File: src/rtl/regfile_wb_pkg.sv
// Shared constants for the write-back register file slice.
// Consumers: regfile_wb (top) and regfile_read_port.
package regfile_wb_pkg;

    localparam logic ENABLE  = 1'b1;
    localparam logic DISABLE = 1'b0;

    localparam int REGS_ADDR_BUS = 5;
    localparam int REGS_DATA_BUS = 32;
    localparam int REGS_NUM      = 32;

    localparam logic [REGS_DATA_BUS-1:0] ZERO_WORD    = '0;
    localparam logic [REGS_ADDR_BUS-1:0] NOP_REG_ADDR = '0;

    localparam int NUM_RD_PORTS = 2;

    localparam int              CNT_W   = 16;
    localparam logic [CNT_W-1:0] CNT_MAX = '1;

endpackage

File: src/rtl/regfile_read_port.sv
// One combinational read port: disable -> r0 -> (optional WB bypass) -> storage.
// Bypass compiled in with REGFILE_WRITE_BYPASS_EN.
module regfile_read_port
    import regfile_wb_pkg::*;
#(
    parameter int DATA_WIDTH = REGS_DATA_BUS,
    parameter int ADDR_WIDTH = REGS_ADDR_BUS,
    parameter int NUM_REGS   = REGS_NUM
) (
    input  logic                                rd_enable,
    input  logic [ADDR_WIDTH-1:0]               rd_addr,
    input  logic [NUM_REGS-1:0][DATA_WIDTH-1:0] storage,
    input  logic                                wb_write_enable,
    input  logic [ADDR_WIDTH-1:0]               wb_write_addr,
    input  logic [DATA_WIDTH-1:0]               wb_write_data,
    output logic [DATA_WIDTH-1:0]               rd_data
);

    localparam logic [ADDR_WIDTH-1:0] R0   = ADDR_WIDTH'(NOP_REG_ADDR);
    localparam logic [DATA_WIDTH-1:0] ZERO = DATA_WIDTH'(ZERO_WORD);

`ifdef REGFILE_WRITE_BYPASS_EN
    logic bypass_hit;
    assign bypass_hit = (wb_write_enable == ENABLE) && (wb_write_addr == rd_addr);
`else
    // WB inputs are intentionally ignored; the hazard is resolved upstream.
    logic unused_wb;
    assign unused_wb = ^{wb_write_enable, wb_write_addr, wb_write_data};
`endif

    always_comb begin
        rd_data = ZERO;
        if (rd_enable == DISABLE)
            rd_data = ZERO;
        else if (rd_addr == R0)
            rd_data = ZERO;
`ifdef REGFILE_WRITE_BYPASS_EN
        else if (bypass_hit)
            rd_data = wb_write_data;
`endif
        else
            rd_data = storage[rd_addr];
    end

endmodule

File: src/rtl/regfile_wb.sv
// Architectural register file: one synchronous WB write port, two combinational
// ID read ports, r0 hardwired to zero, saturating commit counter.
// Optional write-through forwarding: define REGFILE_WRITE_BYPASS_EN.
module regfile_wb
    import regfile_wb_pkg::*;
#(
    parameter int DATA_WIDTH = REGS_DATA_BUS,
    parameter int ADDR_WIDTH = REGS_ADDR_BUS,
    parameter int NUM_REGS   = REGS_NUM
) (
    input  logic                  clock,
    input  logic                  reset,
    input  logic                  wb_write_enable,
    input  logic [ADDR_WIDTH-1:0] wb_write_addr,
    input  logic [DATA_WIDTH-1:0] wb_write_data,
    input  logic                  read1_enable,
    input  logic [ADDR_WIDTH-1:0] read1_addr,
    output logic [DATA_WIDTH-1:0] read1_data,
    input  logic                  read2_enable,
    input  logic [ADDR_WIDTH-1:0] read2_addr,
    output logic [DATA_WIDTH-1:0] read2_data,
    output logic [CNT_W-1:0]      write_count
);

    if (NUM_REGS != (1 << ADDR_WIDTH)) begin : g_cfg_err
        $error("regfile_wb: NUM_REGS must equal 2**ADDR_WIDTH");
    end

    localparam logic [ADDR_WIDTH-1:0] R0 = ADDR_WIDTH'(NOP_REG_ADDR);

    logic [NUM_REGS-1:0][DATA_WIDTH-1:0] regs;
    logic                                wr_commit;

    assign wr_commit = (wb_write_enable == ENABLE) && (wb_write_addr != R0);

    // r0 is cleared by reset and never targeted by wr_commit, so it stays zero.
    always_ff @(posedge clock or negedge reset) begin
        if (!reset)
            regs <= '0;
        else if (wr_commit)
            regs[wb_write_addr] <= wb_write_data;
    end

    always_ff @(posedge clock or negedge reset) begin
        if (!reset)
            write_count <= '0;
        else if (wr_commit && (write_count != CNT_MAX))
            write_count <= write_count + 1'b1;
    end

    logic [NUM_RD_PORTS-1:0]                 rd_en;
    logic [NUM_RD_PORTS-1:0][ADDR_WIDTH-1:0] rd_addr;
    logic [NUM_RD_PORTS-1:0][DATA_WIDTH-1:0] rd_data;

    assign rd_en   = {read2_enable, read1_enable};
    assign rd_addr = {read2_addr, read1_addr};

    for (genvar p = 0; p < NUM_RD_PORTS; p++) begin : g_rd
        regfile_read_port #(
            .DATA_WIDTH (DATA_WIDTH),
            .ADDR_WIDTH (ADDR_WIDTH),
            .NUM_REGS   (NUM_REGS)
        ) u_rd (
            .rd_enable       (rd_en[p]),
            .rd_addr         (rd_addr[p]),
            .storage         (regs),
            .wb_write_enable (wb_write_enable),
            .wb_write_addr   (wb_write_addr),
            .wb_write_data   (wb_write_data),
            .rd_data         (rd_data[p])
        );
    end

    assign read1_data = rd_data[0];
    assign read2_data = rd_data[1];

endmodule

File: config.mk
export PLATFORM = sky130hd
export DESIGN_NAME = regfile_wb
export DESIGN_NICKNAME = d
export VERILOG_FILES = /design/src/rtl/regfile_wb_pkg.sv /design/src/rtl/regfile_read_port.sv /design/src/rtl/regfile_wb.sv
export SDC_FILE = /design/constraint.sdc
export NUM_CORES = 2
export LEC_CHECK = 0
export BUFFER_PORTS_ARGS = -buffer_cell sky130_fd_sc_hd__buf_2
export CAP_MARGIN = 15
export CORE_AREA = 4 4 262 456
export CTS_BUF_LIST = sky130_fd_sc_hd__clkbuf_8
export DETAILED_ROUTE_END_ITERATION = 6
export DIE_AREA = 0 0 266 460
export PLACE_DENSITY_LB_ADDON = 0.08
export SLEW_MARGIN = 15
export SYNTH_ARGS = -nofsm -noshare
export SYNTH_HDL_FRONTEND = slang
export SYNTH_HIERARCHICAL = 1
export SYNTH_SLANG_ARGS = --single-unit
File: constraint.sdc
create_clock -name clock -period 4.3 [get_ports clock]
set_input_delay 0 -clock clock [delete_from_list [all_inputs] [get_ports clock]]
set_output_delay 0 -clock clock [all_outputs]
set_load 0.01 [all_outputs]
# --- Word level (Yosys, flattened, before mapping) ---
# Index checks and enable logic that the tools add are counted.
word_totals:
  regBits: 1040
  in_bits: 52
  wordCells: 56
classes:
  n_addsub: 1
  n_eq_ne: 1
  muxes: 11
  n_reduce_logical: 6
  n_lt_le_gt_ge: 4
op_table:
  columns: ["op", "n"]
  rows:
  - ["$bwmux 1024", 1]
  - ["$bmux 32 s5", 2]
  - ["$mux 32", 7]
  - ["$demux 32 s5", 1]
  - ["$lt 5x6->1 const B", 3]
  - ["$add 16x1->16 const B", 1]
  - ["$ne 16x16->1 const B", 1]
  - ["$logic_not 5->1", 2]
  - ["$ge 5x1->1 const B", 1]
  - ["$reduce_bool 5->1", 1]
  - ["$logic_and 1x1->1", 3]

# --- Longest topological paths before layout ---
depth:
  word_depth: 5
  mapped_depth: 8

# --- Cells and area by module ---
# Netlist, hierarchy kept.
modules_own_cells:
  columns: ["mod", "area_per_inst_um2", "n_inst", "cells_each"]
  rows:
  - ["regfile_wb", 38969.9, 1, 2360]
  - ["regfile_read_port", 8117.8, 2, 771]

# --- Worst setup path before layout ---
# No wires, ideal clock.
synth_path:
  path_type: "register -> register"
  startpoint: "register write_count[0]"
  endpoint: "register write_count[1]"
  stages_incl_launch_ff: 7
  synth_period_minus_slack_ns: 1.771
  required_time_ns: 4.175
  t_arrival_ns: 1.646
  path_slack_ns: 2.529
  path_cell_list: "dfrtp_1 ha_1 nand4_1 nor4_1 buf_2 nor2_1 mux2_2"
synth_between:
  elab_chain_len: 2
  elab_cells_between_ends: 3
  classes_between: "add/sub: 1; eq/ne: 1; reduce/logical: 1"
synth_rtl:
  columns: ["item", "line", "text"]
  rows:
  - ["start, declared", "regfile_wb.sv:22", "output logic [CNT_W-1:0] write_count"]
  - ["start signal, assigned", "regfile_wb.sv:48", "write_count <= write_count + 1'b1;"]
  - ["parallel branches: the longest is 2 deep, another holds $add 16x1->16", null, null]
# Parallel ways; which one is timed is not known.
# A chain may end at the register's enable or synchronous reset.

# --- Worst setup path after layout ---
layout_path:
  startpoint: "register regs[23] (netlist bit)"
  endpoint: "output port read2_data[23]"
layout_between:
  elab_chain_len: 4
layout_rtl:
  columns: ["item", "line", "text"]
  rows:
  - ["start, declared", "regfile_wb.sv:31", "logic [NUM_REGS-1:0][DATA_WIDTH-1:0] regs;"]
  - ["start signal, assigned by index", "regfile_wb.sv:41", "regs[wb_write_addr] <= wb_write_data;"]
  - ["$bmux 32 s5", "regfile_read_port.sv:42", "rd_data = storage[rd_addr];"]
  - ["$mux 32 (implied by the code)", "regfile_read_port.sv:42", null]
  - ["$mux 32", "regfile_read_port.sv:35", "else if (rd_addr == R0)"]
  - ["$mux 32", "regfile_read_port.sv:33", "if (rd_enable == DISABLE)"]
  - ["end, declared", "regfile_wb.sv:21", "output logic [DATA_WIDTH-1:0] read2_data,"]
# Every way passes these cells. The select of a mux whose other input is x is not followed.

==> flow_summary.yaml <==
run_status:
  outcome: "finished clean"
final_layout:
  drive_above_1_share_pct: 45.4
  multi_input_area_sq_um: 27000
  final-instance-count-excl-fill: 5552
  nFillCells: 9833
  area.sequential_sq_um: 26000
  nNetsFinal: 3970
  area_growth_pct: 9.91
timing:
  post_route_clock_period_utilization_pct: 70.4
  number_of_hold_violations_in_the_final_report: 0
  final-setup-viol-count: 0
  slew-limit-headroom_pct: 17.4
  setup_tns_ns: 0
  period_minus_slack_ns: 3.03
  final_max_slew_viol_count: 0
  skew_ns: 0.0142
  rsz0062_at_grt: "false"
  clock.fmax_mhz: 330
  tightest_slew_ns: 1.24
job:
  maxCapViolCount: 0
route:
  antenna_violating_nets_post_route: 0
  drt_iter0_markers: 3288
  route.vias.total: 37500
  drt_first_pass_iters: 7
  wl_per_cell_um: 35.3
  vias_per_cell: 6.76
  routed_wirelength_mm: 196
  drc: 0
floorplanning:
  die-width_um: 266
  height_of_the_die_um: 460
  placement_rows: 165
  initial_core_util_pct: 47.8
  core_box_area_sq_um: 116000
  num_io_pins: 132
  floorplan.die_area_sq_um: 122000
pwr:
  p_seq_share_pct: 47.8
  power.share.clock_pct: 32.1
  power-per-cell-area_nw_per_um2: 452
  power.switching_fraction_pct: 29.3
  power.net_switching_mw: 8.03
  internal-power_mw: 19.4
  p_leak_nw: 27.2
  vdd_ir_drop_max_mv: 0.296
  comb_power_share_pct: 20.1
clock_tree:
  ctsRootBufferMaster: "clkbuf_8"
  tritoncts.num_buffers: 165
  worstSkewPairLatency_ns: 0.88
  max-clock-path-buffers: 3
  cts_max_level: 4
  cells_resized_by_post_cts_repair: 0
  cts_tree: "done"
  clock-sinks: 1040
  clkSlewWorstSetupHoldPaths_ns: 0.07
  hold_buf_count_cts: 45
  post-cts-setup-buffer-count: 0
logic_synthesis:
  postSynthAreaPerCell_sq_um: 14.1
  synth_seq_cells: 1040
  yosysSeqAreaShare_pct: 47.1
  yosys_warnings: 6
  post_synth_design_cell_area_sq_um: 55200
  post_synth_inst_count: 3902
  number_of_enable_type_register_cells_in_the_synthesized_netlist: 0
  synth_flop_cell: "dfrtp_1"
  synthArstFlopShare_pct: 100
  postSynthNetCount: 3955
  number_of_distinct_standard_cells_referenced_by_the_synthesized_netlist: 45
worst_setup_path:
  path_cells: "mux4_2, and3_1, a21oi_1, nand4_1, buf_2"
  worstReg2RegStart: "write_count[0]$_DFFE_PN0P_"
  worst_r2r_path_depth: 6
  worst-endpoint-required_ns: 4.30
  cp-start-kind: "flop"
  worst_path_max_delay_cell: "mux4_2"
  critical_path.reg2reg.endpoint: "write_count[1]$_DFFE_PN0P_"
  worst_ep_arrival_time_ns: 3.03
  crit_path_end_kind: "output pin"
  timing.critical_path.fanout_max: 3
  worst_path_largest_cell_delay_ns: 0.45
  worst-setup-path-type: "flop to output pin"
  timing.critical_path.from: "regs[23]$_DFFE_PN0P_"
  timing.critical_path.to: "read2_data[23]"
  regToRegSetupSlack_ns: 2.07
grt:
  grt_busiest_layer: "met2"
  grt_start_max_net_pins: 159
  grt_antenna_before_repair: 17
  grt.met3_usage_pct: 6.45
  grt_pass1_vias: 40200
  grt_overflow_total: 0
  groute.usage.overall_pct: 31.9
  routing_usage_on_met1_pct: 38.8
  grt_first_pass_wirelength_mm: 284
  grt_use_met2_pct: 54.5
placed_design:
  placed_cells: 5208
  buffer_ports.inserted: 131
  detailedPlacementHpwl_mm: 122
  routabilityCongestion: 0.856
min_path:
  worst_hold_path_type: "input port to flop"
## cells by family (layout without fill, tap and decap cells)
logic type               count (synthesis)  after routing  share of synthesized area, %
multiplexers                          1702           1702                          40.3
AND/OR/NAND/NOR                        255            255                          2.97
AO/OA/AOI/OAI                          450            450                          5.12
adder cells (fa/ha/maj)                  1              1                        0.0227
flip-flops                            1040           1040                          47.1
XOR/XNOR                                14             14                         0.222
buffers and inverters                  440            581                          4.25
other                                    0              6                             0
## cell type report
| class | instances | area share (%) |
|---|---|---|
| Clock buffer | 216 | 4.90 |
| Clock inverter | 77 | 0.701 |
| Sequential cell | 1040 | 42.9 |
| Multi-Input combinational cell | 2422 | 44.6 |
| Timing Repair Buffer | 288 | 3.82 |
| Tap cell | 1503 | 3.10 |
| Antenna cell | 6 | 0.0247 |
## layout by cell type, fill, tap and decap left out, drive strengths merged, types with 3 or more instances in the layout
master,instances
a21oi,64
a22oi,124
and3,68
buf,244
bufinv,3
clkbuf,216
clkinv,10
clkinvlp,7
dfrtp,1040
diode,6
dlygate4sd3,44
inv,57
mux2,994
mux2i,392
mux4,316
nand2,24
nand2b,3
nand3,8
nand3b,12
nand4,65
nor2,22
nor3,5
nor3b,6
nor4,7
nor4b,5
nor4bb,4
o211ai,4
o21ai,60
o22ai,196
or2,6
or3b,9
xor2,13
## synth_stat cells (3+ instances only)
cell | instances | area share [%]
nor3b_1 | 6 | 0.082
a22oi_1 | 124 | 1.7
mux2_2 | 977 | 20
or2_1 | 4 | 0.045
clkbuf_1 | 206 | 1.4
a21oi_1 | 64 | 0.58
o22ai_1 | 196 | 2.2
o21ai_1 | 60 | 0.54
buf_2 | 117 | 1.1
buf_4 | 82 | 1.1
and3_1 | 68 | 0.77
dfrtp_1 | 1040 | 47
nand2_1 | 24 | 0.16
nor2_4 | 8 | 0.16
nor4_1 | 7 | 0.079
o211ai_1 | 4 | 0.054
mux2i_1 | 392 | 7.1
buf_6 | 32 | 0.65
mux2_1 | 17 | 0.35
nor3_1 | 5 | 0.045
or3b_1 | 8 | 0.13
nand3_1 | 8 | 0.073
xor2_1 | 13 | 0.21
nor4bb_1 | 4 | 0.073
nor2_1 | 14 | 0.095
nand3b_1 | 12 | 0.16
nand4_1 | 65 | 0.74
nand2b_1 | 3 | 0.034
nor4b_1 | 3 | 0.048
mux4_2 | 316 | 13
## layer usage
layer	up-vias	wire [um]
met3	540	12800
met4	8	10700
li1	15000	-
met2	1723	99200
met1	20200	73400
met5	-	47
## through the flow
step	total power [mW]	setup WS (ns)	instance area, sq um	utilization, %	hold slack [ns]
after floorplan	16.8	2.53	55200	-	-0.296
after global placement	18.3	1.48	56800	49.1	0.106
after detailed placement	18.7	1.47	56800	49.1	0.114
after CTS	27.6	1.21	60700	52.5	0.190
after global routing	28.6	1.23	60700	52.5	0.283
final	27.4	1.27	60700	52.5	0.308
## power by group through the flow
stage                     sequential (mW)  combinational [mW]  clock, mW
after detailed placement             13.2                5.47          0
after global routing                 13.3                5.89       9.42
after floorplan                      12.7                4.02          0
after global placement               13.0                5.29          0
final                                13.1                5.51       8.81
after CTS                            13.0                5.53       9.02
## critical path, delay by kind of cell, from the launching register on
kind | cells | cell delay (ns)
buffers and inverters | 1 | 0.26
and+or+nand+nor | 2 | 0.59
muxes | 1 | 0.45
AOI/OAI and AO/OA | 1 | 0.45
DFF | 1 | 0.40
## worst min path at each step
| stage | from | end | slack (ns) | cells past startpoint |
|---|---|---|---|---|
| floorplan | reset | regs[0]$_DFFE_PN0P_ | -0.30 | 0 |
| global placement | reset | regs[266]$_DFFE_PN0P_ | 0.11 | 1 |
| detailed placement | reset | regs[330]$_DFFE_PN0P_ | 0.11 | 1 |
| CTS | wb_write_data[26] | regs[378]$_DFFE_PN0P_ | 0.19 | 3 |
| global route | wb_write_data[11] | regs[235]$_DFFE_PN0P_ | 0.28 | 3 |
| finish | wb_write_data[26] | regs[378]$_DFFE_PN0P_ | 0.31 | 3 |
## registers in the layout (all words and copies together), names as in the netlist
name	count
write_count	16
regs	1024
Power figures use the tool's default switching activity.
